==> config.mk <==
export PLATFORM = sky130hd
export DESIGN_NAME = sel_mux_reg
export DESIGN_NICKNAME = d
export VERILOG_FILES = /design/src/rtl/sel_mux_reg_pkg.sv /design/src/rtl/sel_pri_enc.sv /design/src/rtl/sel_mux_reg.sv
export SDC_FILE = /design/constraint.sdc
export NUM_CORES = 1
export LEC_CHECK = 0
export ABC_CLOCK_PERIOD_IN_PS = 1550
export BUFFER_PORTS_ARGS = -buffer_cell sky130_fd_sc_hd__buf_2
export CORE_UTILIZATION = 39
export DETAILED_ROUTE_END_ITERATION = 7
export PLACE_DENSITY = 0.85
export SLEW_MARGIN = 20
export SYNTH_ARGS = -nofsm -noshare
export SYNTH_HDL_FRONTEND = slang
export SYNTH_SLANG_ARGS = --single-unit
==> constraint.sdc <==
create_clock -name clk -period 1.55 [get_ports clk]
set_input_delay 0.31 -clock clk [delete_from_list [all_inputs] [get_ports clk]]
set_output_delay 0.31 -clock clk [all_outputs]
set_load 0.03 [all_outputs]
==> src/rtl/sel_mux_reg_pkg.sv <==
// Shared level/enable encodings for the registered word selector and its
// priority encoder.
package sel_mux_reg_pkg;

   typedef enum bit {
      LOW  = 1'b0,
      HIGH = 1'b1
   } level_e;

   typedef enum bit {
      DISABLE = 1'b0,
      ENABLE  = 1'b1
   } enable_e;

endpackage : sel_mux_reg_pkg

==> src/rtl/sel_pri_enc.sv <==
// Combinational IN-bit priority encoder to one-hot; MSB=ENABLE favours the
// highest set request, MSB=DISABLE the lowest.
module sel_pri_enc
   import sel_mux_reg_pkg::*;
#(
   parameter int unsigned IN  = 4,
   parameter enable_e     MSB = ENABLE
) (
   input  logic [IN-1:0] req_i,
   output logic [IN-1:0] grant_c
);

   // blk_c marks that a higher-priority request has already claimed the grant
   logic [IN:0] blk_c;

   generate
      if (MSB == ENABLE) begin : g_msb
         assign blk_c[IN] = 1'b0;
         for (genvar i = 0; i < IN; i++) begin : g_bit
            assign blk_c[i]   = blk_c[i+1] | req_i[i];
            assign grant_c[i] = req_i[i] & ~blk_c[i+1];
         end
      end else begin : g_lsb
         assign blk_c[0] = 1'b0;
         for (genvar i = 0; i < IN; i++) begin : g_bit
            assign blk_c[i+1] = blk_c[i] | req_i[i];
            assign grant_c[i] = req_i[i] & ~blk_c[i];
         end
      end
   endgenerate

endmodule : sel_pri_enc

==> src/rtl/sel_mux_reg.sv <==
// N-input word selector with registered valid/one-hot/word outputs; sel is
// either a binary index or an active-level bit vector with priority.
module sel_mux_reg
   import sel_mux_reg_pkg::*;
#(
   parameter int unsigned DATA      = 32,
   parameter int unsigned IN        = 4,
   parameter int unsigned SEL_WIDTH = $clog2(IN),
   parameter level_e      MODE      = LOW,
   parameter level_e      ACT       = HIGH,
   parameter enable_e     MSB       = ENABLE
) (
   input  logic                 clk,
   input  logic                 reset,
   input  logic [DATA*IN-1:0]   in,
   input  logic [SEL_WIDTH-1:0] sel,
   output logic                 valid,
   output logic [IN-1:0]        pos,
   output logic [DATA-1:0]      out
);

   logic [IN-1:0]   pos_d;
   logic [IN-1:0]   pos_q;
   logic [DATA-1:0] out_d;
   logic [DATA-1:0] out_q;
   logic            valid_d;
   logic            valid_q;

   generate
      if (MODE == LOW) begin : g_binary
         // indices >= IN match no decoder output, so nothing is selected
         for (genvar i = 0; i < IN; i++) begin : g_dec
            assign pos_d[i] = (sel == SEL_WIDTH'(i));
         end
      end else begin : g_vector
         logic [IN-1:0] req_c;

         for (genvar i = 0; i < IN; i++) begin : g_req
            assign req_c[i] = (sel[i] == 1'(ACT));
         end

         if (SEL_WIDTH > IN) begin : g_excess
            logic unused_sel_hi;
            assign unused_sel_hi = ^sel[SEL_WIDTH-1:IN];
         end

         sel_pri_enc #(
            .IN  (IN),
            .MSB (MSB)
         ) u_pri_enc (
            .req_i   (req_c),
            .grant_c (pos_d)
         );
      end
   endgenerate

   // AND-OR word mux gated by the one-hot pick; all-zero when nothing picked
   logic [DATA-1:0] acc_c [IN+1];

   assign acc_c[0] = '0;

   generate
      for (genvar i = 0; i < IN; i++) begin : g_mux
         assign acc_c[i+1] = acc_c[i] | (in[DATA*i +: DATA] & {DATA{pos_d[i]}});
      end
   endgenerate

   assign out_d   = acc_c[IN];
   assign valid_d = |pos_d;

   always_ff @(posedge clk) begin
      if (reset) begin
         valid_q <= 1'b0;
         pos_q   <= '0;
         out_q   <= '0;
      end else begin
         valid_q <= valid_d;
         pos_q   <= pos_d;
         out_q   <= out_d;
      end
   end

   assign valid = valid_q;
   assign pos   = pos_q;
   assign out   = out_q;

endmodule : sel_mux_reg

Yosys cells after proc, flatten, opt, wreduce, memory -nomap -nowiden:

Index checks and enable logic that the tools add are counted.

* flip-flop bits (word level): 37
* input port bits: 132
* logic and storage cells: 15
* output and inout port bits: 37

* bitwise logic cells: 7
* equality and inequality tests: 3
* reduce and logical (&&, ||, !) cells: 2

Operators by type and width (number)
* $and 32x32->32: 4
* $or 32x32->32: 3
* $eq 2x2->1 const B: 2
* $reduce_or 4->1: 1
* $eq 2x1->1 const B: 1
* $logic_not 2->1: 1

Longest topological paths before layout:

* depth in word-level cells: 5
* mapped depth: 5
* gate-level depth less buffers: 2

Worst setup path before layout:

OpenSTA, ideal clock, no wires.

* kind: in2reg
* from: in sel[0]
* to: reg out_q[10] (netlist: out[10])
* path slack: 0.500 ns
* data required time: 1.416 ns
* buffers on the path: 3
* data arrival time: 0.916 ns
* library setup time: 0.134 ns
* stages on the path: 5
* cell sequence: buf_6 buf_12 buf_12 mux2i_1 o22ai_1

* word-level cells in the longest chain between the ends: 5
* elaborated cells between the ends (all ways): 11
* classes of those cells: eq/ne (3); bitwise (7); reduce/logical (1)

RTL lines
* from (decl): line sel_mux_reg.sv:16 `input logic [SEL_WIDTH-1:0] sel,`
* $eq 2x1->1 / $logic_not 2->1 (equally long branches): line sel_mux_reg.sv:33 `assign pos_d[i] = (sel == SEL_WIDTH'(i));`
* $and 32x32->32: line sel_mux_reg.sv:64 `assign acc_c[i+1] = acc_c[i] | (in[DATA*i +: DATA] & {DATA{pos_d[i]}});`
* $or 32x32->32 (2 in series): line sel_mux_reg.sv:64
* $or 32x32->32 *: line sel_mux_reg.sv:64
* to (signal assigned): line sel_mux_reg.sv:79 `out_q <= out_d;`
* to (decl): line sel_mux_reg.sv:25 `logic [DATA-1:0] out_q;`

Every way passes the cells marked *; elsewhere a longest branch is shown, timed or not.
A chain may end at the register's enable or synchronous reset.

Worst setup path in the final report:

* from: reg out_q[21] (netlist: out[21])
* to: out out[21]

RTL lines
* to (decl): line sel_mux_reg.sv:19 `output logic [DATA-1:0] out`

No word-level cell between the ends.

==> metrics.yaml <==
status: "completed"
cap_violations: 0
maxSlewViolCount: 0
grt_pass1_wl_mm: 7.534
synth_top_family_by_area: "multiplexers"
start_util: 0.4098
relSlewSlack: 0.8199
p_per_area_mw_per_mm2: 892.7
io_pins: 169
dpl_worst_slack_ns: 0.3532
synth_mux_area_frac: 0.3565
cpMaxStageDelayCell: "dfxtp_1"
synth_fa_ha_area_frac: 0
holdPathEnd: "valid$_SDFF_PP0_"
fin_nets: 454
syn_inst: 157
period_needed_ns: 1.116
final_hold_viol_count: 0
setup_viol: 0
yosys.area_share.simple: 0.01532
synth_seq_cells: 37
ys_warn_count: 0
synth_top_area_frac: 0.4123
crit_chain: "buf_2"
endpoint_kind: "output pin"
numCtsBuffers: 5
critPathLaunchType: "register"
die_w_um: 69.88
place_congestion: 0.7355
cts_tree: "done"
die_area_sq_mm: 0.004883
fin_ws_ns: 0.4336
rows: 24
postRouteWirelength_mm: 4.848
synth_xor_area_frac: 0
critPathBufInv: 1
grt_overflow_total: 0
p_leak_nw: 1.538
synth-edff-count: 0
worstHoldStart: "reset"
core-area_sq_mm: 0.004384
grt_antenna_before_repair: 0
port_buffers: 168
hold_depth: 2
cp_top_family: "flip-flops"
wire_per_inst_um: 12.93
cts_resized: 0
clock_sinks: 37
diodes: 0
drive_above_1_share: 0.5666
cts_setup_buffers: 0
ys_types: 14
path_class: "register to output pin"
synth_nets: 289
synth_common_cells: "mux2i_1 (64), dfxtp_1 (37), o22ai_1 (32)"
power_mw: 2.407
fin_crit_sh: 0.7203
fin_tns_setup_ns: 0
h-tree-depth: 2
drt_iter0_markers: 41
cts_hold_buf: 0
crit_fanout: 1
required_ns: 1.24
area_delta_synth_final_pct: 50.07
via_per_inst: 4.915
cts_root_buffer: "clkbuf_8"
dp_hpwl_mm: 3.863
synth_area_leaders: "dfxtp_1 (41%), mux2i_1 (36%), o22ai_1 (11%), buf_12 (4.5%), buf_6 (3.1%)"
synth.cell_area_sq_mm: 0.001797
synth_flop_cell: "dfxtp_1"
fill_cells: 367
synth.most_common_cell: "mux2i_1"
max_freq_mhz: 895.7
rsz0062_at_grt: "false"
synth-async-reset-ratio: 0
ant_nets: 0
drc: 0
synth-compound-area-share: 0.1114
clk_path_buf_depth: 2
avgSynthCellArea_sq_um: 11.44
arrival_ns: 0.81
firstDrtPassIters: 4
die_h_um: 69.88
clkTransAtPathRegs_ns: 0.07
max_stage_delay_ns: 0.32
seq_area_frac_synth: 0.4123
grt_max_degree: 40
hold_path_class: "input pin to register"
worstMarginPinSlew_ns: 0.2701
synth_top_area_cell: "dfxtp_1"
grt_pass1_vias: 1803
num_vias: 1843
peakVddDrop_mv: 0.4546
track_usage: 0.1962
==> metal layers <==
| metal | global-route usage | wire [um] | part of all wire | vias up |
|---|---|---|---|---|
| met5 | 0 | 0 | 0 | - |
| met4 | 0.1156 | 113 | 0.023 | 0 |
| met3 | 0.06061 | 417 | 0.086 | 13 |
| met2 | 0.3675 | 2611 | 0.54 | 100 |
| met1 | 0.1848 | 1705 | 0.35 | 813 |
| li1 | - | - | - | 917 |
==> power by group <==
part	internal (mW)	switching [mW]	total [mW]
registers	1.02	0.0156	1.04
clock network	0.402	0.329	0.731
logic	0.291	0.347	0.637
total	1.72	0.691	2.41
==> logic make-up (layout without fill, tap and decap cells) <==
group	count (synthesis)	count (layout)
AO/OA/AOI/OAI	32	32
flip-flops	37	37
AND/OR/NAND/NOR	6	6
buffers and inverters	18	184
multiplexers	64	64
==> layout by cell type, fill, tap and decap left out <==
cell type,netlist,layout
buf_2,2,167
or2_1,1,1
buf_4,1,5
mux2i_1,64,64
dfxtp_1,37,37
clkbuf_8,0,7
buf_12,4,2
nand2b_1,1,1
clkinv_2,0,1
nor2_1,4,4
inv_1,1,1
inv_2,1,1
o22ai_1,32,32
==> sequential cells by signal, summed over array words and instances, names as in the netlist <==
signal  cells
valid       1
pos         4
out        32
==> final cells by class <==
class	instances	area [sq um]	area share
clock inverter	1	5.005	0.001856
clock buffer	7	96.34	0.03573
inverter	2	7.507	0.002784
tap	52	65.06	0.02413
timing repair buffer	174	913.4	0.3387
multi-input combinational	102	868.3	0.3220
sequential	37	740.7	0.2747
==> how the worst max path moves through the flow <==
stage | start | end | slack [ns] | depth (start not counted)
after floorplan | sel[0] | out[10]$_SDFF_PP0_ | 0.50 | 5
after detailed placement | sel[0] | out[19]$_SDFF_PP0_ | 0.35 | 4
after CTS | out[10]$_SDFF_PP0_ | out[10] | 0.41 | 1
after global routing | out[21]$_SDFF_PP0_ | out[21] | 0.38 | 1
final | out[21]$_SDFF_PP0_ | out[21] | 0.43 | 1
after global placement | sel[0] | out[8]$_SDFF_PP0_ | 0.41 | 4
==> per-stage QoR <==
step / hold slack (ns) / util / area (sq um) / std cells
floorplan: 0.3665 / - / 1797 / 157
global placement: 0.4918 / 0.5919 / 2595 / 367
detailed placement: 0.4937 / 0.5919 / 2595 / 367
CTS: 0.1815 / 0.6150 / 2696 / 375
global route: 0.1835 / 0.6150 / 2696 / 375
finish: 0.1969 / 0.6150 / 2696 / 375
Power figures use the tool's default switching activity.
